## config.mk

```make
export PLATFORM = sky130hd
export DESIGN_NAME = stage_fetch
export DESIGN_NICKNAME = d
export VERILOG_FILES = /design/src/rtl/crisp_pkg.sv /design/src/rtl/fetch_fifo.sv /design/src/rtl/stage_fetch.sv
export SDC_FILE = /design/constraint.sdc
export NUM_CORES = 1
export LEC_CHECK = 0
export BUFFER_PORTS_ARGS = -buffer_cell sky130_fd_sc_hd__buf_4
export CAP_MARGIN = 20
export CORE_MARGIN = 5
export CORE_UTILIZATION = 45
export CTS_BUF_LIST = sky130_fd_sc_hd__clkbuf_8
export CTS_CLUSTER_DIAMETER = 50
export DETAILED_ROUTE_END_ITERATION = 6
export GPL_TIMING_DRIVEN = 0
export SETUP_SLACK_MARGIN = 0.1
export SLEW_MARGIN = 5
export SYNTH_ARGS = -nofsm -noshare
export SYNTH_HDL_FRONTEND = slang
export SYNTH_SLANG_ARGS = --single-unit
```

## constraint.sdc

```tcl
create_clock -name clk -period 8.3 [get_ports clk]
set_input_delay 0.83 -clock clk [delete_from_list [all_inputs] [get_ports clk]]
set_output_delay 0.83 -clock clk [all_outputs]
set_load 0.02 [all_outputs]
```

## src/rtl/crisp_pkg.sv

```systemverilog
// Shared types and constants for the crisp pipeline front end.
// fetch_pkt_t is the {pc, instr} pair passed from fetch to decode.
package crisp_pkg;

    localparam int XLEN = 32;
    localparam logic [XLEN-1:0] NOP_INSTR = 32'h0000_0013;

    typedef struct packed {
        logic [XLEN-1:0] pc;
        logic [XLEN-1:0] instr;
    } fetch_pkt_t;

endpackage

```

## src/rtl/fetch_fifo.sv

```systemverilog
// Synchronous FIFO of fetch packets with flush and a registered head entry.
// The head register lets decode see the oldest entry straight from a flop.
module fetch_fifo
    import crisp_pkg::*;
#(
    parameter int DEPTH = 4,
    localparam int PTR_W = $clog2(DEPTH),
    localparam int CNT_W = $clog2(DEPTH + 1)
) (
    input  logic             clk,
    input  logic             rst,
    input  logic             push,
    input  fetch_pkt_t       push_data,
    input  logic             pop,
    input  logic             flush,
    output fetch_pkt_t       head,
    output logic [CNT_W-1:0] count,
    output logic             empty
);

    fetch_pkt_t       mem_q [DEPTH];
    fetch_pkt_t       mem_d [DEPTH];
    fetch_pkt_t       head_q, head_d;
    logic [PTR_W-1:0] wr_ptr_q, wr_ptr_d;
    logic [PTR_W-1:0] rd_ptr_q, rd_ptr_d;
    logic [CNT_W-1:0] count_q, count_d;
    logic             full;
    logic             do_push;
    logic             do_pop;

    assign empty   = (count_q == '0);
    assign full    = (count_q == CNT_W'(DEPTH));
    assign do_push = push && !flush;
    assign do_pop  = pop && !empty && !flush;
    assign head    = head_q;
    assign count   = count_q;

    // The head follows the entry at the post-update read pointer; a push
    // into an empty (or just-drained) FIFO bypasses the storage array.
    always_comb begin
        mem_d    = mem_q;
        wr_ptr_d = wr_ptr_q;
        rd_ptr_d = rd_ptr_q;
        count_d  = count_q;
        head_d   = head_q;
        if (flush) begin
            wr_ptr_d = '0;
            rd_ptr_d = '0;
            count_d  = '0;
        end else begin
            if (do_push) begin
                mem_d[wr_ptr_q] = push_data;
                wr_ptr_d        = wr_ptr_q + PTR_W'(1);
            end
            if (do_pop) begin
                rd_ptr_d = rd_ptr_q + PTR_W'(1);
            end
            count_d = count_q + CNT_W'(do_push) - CNT_W'(do_pop);
            if (do_push && (count_q == CNT_W'(do_pop))) begin
                head_d = push_data;
            end else begin
                head_d = mem_q[rd_ptr_d];
            end
        end
    end

    always_ff @(posedge clk) begin
        if (rst) begin
            wr_ptr_q <= '0;
            rd_ptr_q <= '0;
            count_q  <= '0;
            head_q   <= '0;
        end else begin
            wr_ptr_q <= wr_ptr_d;
            rd_ptr_q <= rd_ptr_d;
            count_q  <= count_d;
            head_q   <= head_d;
        end
    end

    always_ff @(posedge clk) begin
        mem_q <= mem_d;
    end

    assert property (@(posedge clk) disable iff (rst) do_push |-> (!full || do_pop));

endmodule

```

## src/rtl/stage_fetch.sv

```systemverilog
// Instruction-fetch stage: owns the PC, issues in-order imem requests under a
// credit limit, buffers responses and hands {pc, instr} to decode.
module stage_fetch
    import crisp_pkg::*;
#(
    parameter logic [31:0] RESET_PC   = 32'h0000_0000,
    parameter int          FIFO_DEPTH = 4
) (
    input  logic        clk,
    input  logic        rst,
    input  logic        redirect_valid,
    input  logic [31:0] redirect_pc,
    output logic        imem_req_valid,
    input  logic        imem_req_ready,
    output logic [31:0] imem_req_addr,
    input  logic        imem_resp_valid,
    input  logic [31:0] imem_resp_data,
    output logic        if_valid,
    input  logic        if_ready,
    output logic [31:0] if_instr,
    output logic [31:0] if_pc
);

    localparam int CNT_W = $clog2(FIFO_DEPTH + 1);

    logic [31:0]      pc_q, pc_d;
    logic [31:0]      resp_pc_q, resp_pc_d;
    logic [CNT_W-1:0] outstanding_q, outstanding_d;
    logic [CNT_W-1:0] discard_q, discard_d;
    logic [CNT_W-1:0] fifo_count;
    logic [CNT_W:0]   in_use;
    logic [31:0]      redirect_target;
    logic             req_fire;
    logic             push;
    logic             pop;
    logic             fifo_empty;
    fetch_pkt_t       push_pkt;
    fetch_pkt_t       head;

    // Every outstanding request already owns a FIFO slot, so responses never overflow.
    assign in_use          = {1'b0, outstanding_q} + {1'b0, fifo_count};
    assign imem_req_valid  = !rst && !redirect_valid && (in_use < (CNT_W + 1)'(FIFO_DEPTH));
    assign imem_req_addr   = pc_q;
    assign req_fire        = imem_req_valid && imem_req_ready;
    assign redirect_target = redirect_pc & ~32'h3;
    assign push_pkt        = '{pc: resp_pc_q, instr: imem_resp_data};

    assign if_valid = !fifo_empty;
    assign pop      = if_valid && if_ready;
    assign if_instr = if_valid ? head.instr : NOP_INSTR;
    assign if_pc    = if_valid ? head.pc : RESET_PC;

    always_comb begin
        pc_d          = pc_q;
        resp_pc_d     = resp_pc_q;
        discard_d     = discard_q;
        push          = 1'b0;
        outstanding_d = outstanding_q + CNT_W'(req_fire) - CNT_W'(imem_resp_valid);
        if (redirect_valid) begin
            pc_d      = redirect_target;
            resp_pc_d = redirect_target;
            discard_d = outstanding_q - CNT_W'(imem_resp_valid);
        end else begin
            if (req_fire) begin
                pc_d = pc_q + 32'd4;
            end
            if (imem_resp_valid) begin
                if (discard_q != '0) begin
                    discard_d = discard_q - CNT_W'(1);
                end else begin
                    push      = 1'b1;
                    resp_pc_d = resp_pc_q + 32'd4;
                end
            end
        end
    end

    always_ff @(posedge clk) begin
        if (rst) begin
            pc_q          <= RESET_PC;
            resp_pc_q     <= RESET_PC;
            outstanding_q <= '0;
            discard_q     <= '0;
        end else begin
            pc_q          <= pc_d;
            resp_pc_q     <= resp_pc_d;
            outstanding_q <= outstanding_d;
            discard_q     <= discard_d;
        end
    end

    fetch_fifo #(
        .DEPTH(FIFO_DEPTH)
    ) u_fifo (
        .clk      (clk),
        .rst      (rst),
        .push     (push),
        .push_data(push_pkt),
        .pop      (pop),
        .flush    (redirect_valid),
        .head     (head),
        .count    (fifo_count),
        .empty    (fifo_empty)
    );

    assert property (@(posedge clk) disable iff (rst) imem_resp_valid |-> (outstanding_q != '0));
    assert property (@(posedge clk) disable iff (rst)
        (imem_req_valid && !imem_req_ready) |=> $stable(imem_req_addr));

endmodule

```

==> results.cfg <==
[logic_synthesis]
yosysWarnings = 0
ys_seq_elements = 383
netlist_instances = 1690
syn-cell-area_um2 = 17300
synth.avg_cell_area_um2 = 10.2
synth_ff_type = edfxtp_1
synth-edff-count = 248
synth_area_leaders = edfxtp_1, dfxtp_1, nor2_1
synth-seq-area-share = 0.586
async_flop_share = 0
synth_cell_types = 58
yosysTopAreaCell = edfxtp_1
synth_top_area_frac = 0.430

[worst_setup_path]
r2r_cells = 12
crit_type = reg2reg
critPathArrivalTime_ns = 5.03
cp_cell_sequence = or3_1 > buf_2 > nand3_2 > inv_2 > buf_2 > clkbuf_1 > ha_1 > a31oi_1 > buf_4 > clkbuf_1 > nand3_1 > o22ai_1
endpoint = u_fifo.head[52]$_SDFFE_PP0N_
crit_slowest_cell = a31oi_1
cp.required_ns = 8.82
cp-end-kind = flop
timing.critical_path.from = u_fifo.count[1]$_SDFF_PP0_
critical-path-max-stage-delay_ns = 0.65
r2r_end = u_fifo.head[52]$_SDFFE_PP0N_
worst-r2r-setup-slack_ns = 3.79
crit_fanout = 10
start_kind = flop
r2r_start = u_fifo.count[1]$_SDFF_PP0_

[placement]
numPortBuffers = 160
dp_hpwl_mm = 35.2
preCtsSetupSlack_ns = 3.55
gp_congestion = 0.879

[cts]
hold_buffers = 0
cts_sinks = 383
numCtsBuffers = 68
cts_setup_buffers = 0
cts_htree_levels = 3
insertion_delay_ns = 0.61
cts_max_path_buffers = 3
path_clk_slew_ns = 0.06
cts_tree = built
clock-root-buffer = clkbuf_8
cts_resized = 0

[sta]
slew_violations = 0
post-route-period-util = 0.543
period_minus_slack_ns = 4.51
holdWs_ns = 0.434
worstMarginPinSlew_ns = 0.888
hold_viol_final = 0
setup_viol = 0
max_slew_margin = 0.408
fin_tns_setup_ns = 0
finalClockSkew_ns = 0.0242
max_freq_ghz = 0.222
rsz0062_at_grt = no
fin_ws_ns = 3.79

[pwr]
power_frac_clock = 0.379
ir_drop_v = 0.000101
internal_power_mw = 3.11
comb_power_share = 0.098
leakagePower_nw = 7.38
power_density_nw_per_um2 = 205
switching_share = 0.262
p_seq_frac = 0.523
p_sw_mw = 1.10

[grt]
grt_usage = 0.242
grt_pass1_vias = 14094
grt_pass1_wl_mm = 79.9
grt_max_degree = 54
antenna_found_initial = 1
overflow = 0

[flow_run]
cap_violations = 0

[detailed_routing]
ant_nets = 0
wire_per_inst_um = 20.9
drt_wl_total_mm = 52.1
drc = 0
drt_first_pass_iters = 5
avgViaCountPerCell = 5.63
num_vias = 14037
detail_route.iter0.violations = 1031

[cells_and_area]
areaGrowthSynthToFinish_pct = 18.5
drive_above_1_share = 0.140
finalNetCount = 2017

[die]
die_area_um2 = 42500
io_pins = 168
start_util = 0.457
num_rows = 71
core_um2 = 37800
die_y_um = 206
die_w_um = 206

[outcome]
status = completed

[worst_hold_path]
hp-class = in2reg
-- synth_stat cells (32+ instances only) --
cell / number
dfxtp_1: 135
edfxtp_1: 248
inv_1: 32
clkbuf_1: 103
a211oi_1: 74
o22ai_1: 38
and2_1: 101
nor2_1: 281
o21ai_0: 152
nor2b_1: 62
a31oi_1: 44
nand3_1: 83
nand2_1: 37
a22oi_1: 35
-- how the worst min path moves through the flow --
stage                     cells past startpoint                          from                      endpoint
after global placement                        2  u_fifo.head[23]$_SDFFE_PP0N_  u_fifo.head[23]$_SDFFE_PP0N_
after floorplan                               2   u_fifo.head[4]$_SDFFE_PP0N_   u_fifo.head[4]$_SDFFE_PP0N_
after global routing                          1             imem_resp_data[3]   u_fifo.mem_q[195]$_DFFE_PP_
after detailed placement                      2  u_fifo.head[14]$_SDFFE_PP0N_  u_fifo.head[14]$_SDFFE_PP0N_
final                                         1             imem_resp_data[0]     u_fifo.mem_q[0]$_DFFE_PP_
after CTS                                     1             imem_resp_data[1]   u_fifo.mem_q[129]$_DFFE_PP_
-- through the flow --
step                      cell area (µm²)   util  std cells  total power [mW]
after floorplan                     17300      -       1693              2.46
after global placement              19200  0.506       2364              2.64
after detailed placement            19300  0.510       2370              2.65
after CTS                           20500  0.542       2493              4.23
after global routing                20500  0.542       2493              4.37
final                               20500  0.542       2494              4.21
-- registers in the layout (all words and copies together) (netlist names) --
signal and cells:
discard_q 3, imem_req_addr 30, outstanding_q 3, resp_pc_q 30, u_fifo.count 3, u_fifo.head 62, u_fifo.mem_q 248, u_fifo.rd_ptr_q 2
u_fifo.wr_ptr_q 2
-- metal layers --
layer | part of all wire | global-route usage
met1 | 0.42 | 0.320
met2 | 0.48 | 0.405
met3 | 0.071 | 0.0424
met4 | 0.025 | 0.0827
met5 | 0 | 0
-- layout make-up --
class                           instances  area (µm²)
Clock buffer                           75        1030
Sequential cell                       383       10100
Inverter                               35         131
Timing Repair Buffer                  166        1320
Antenna cell                            1        2.50
Multi-Input combinational cell       1149        6540
Buffer                                126         508
Clock inverter                         48         191
Fill cell                            3442       17300
Tap cell                              511         639
-- cell usage in the layout (no fill, tap or decap), types with 65 or more instances in the layout --
master	Yosys	final
o21ai_0	152	152
clkbuf_8	0	75
dfxtp_1	135	135
a211oi_1	74	74
clkbuf_1	103	103
nand3_1	83	83
and2_1	101	97
buf_4	5	167
nor2_1	281	281
inv_1	32	65
edfxtp_1	248	248
-- power groups by stage --
stage	registers [mW]	logic [mW]	clock network (mW)
2_1_floorplan	2.22	0.233	0
3_3_place_gp	2.24	0.398	0
3_5_place_dp	2.24	0.411	0
6_report	2.20	0.412	1.60
4_1_cts	2.20	0.413	1.62
5_1_grt	2.21	0.451	1.71
-- worst max-delay path, delay by kind of cell, from the launching register on --
family | cells | cell delay (ns)
fa+ha+maj | 1 | 0.39
simple gates | 3 | 0.69
flops | 1 | 0.41
buf+inv | 6 | 2.06
compound gates | 2 | 0.86
-- kinds of logic (layout without fill, tap and decap cells) --
family | after synthesis | in the layout | share of synthesized area
other cells | 1 | 5 | 0.000217
compound gates | 415 | 415 | 0.147
fa+ha+maj | 18 | 18 | 0.0139
mux | 2 | 2 | 0.00123
simple gates | 652 | 652 | 0.184
xor+xnor | 58 | 58 | 0.0298
buf+inv | 161 | 450 | 0.0369
flops | 383 | 383 | 0.586
Power figures use the tool's default switching activity.
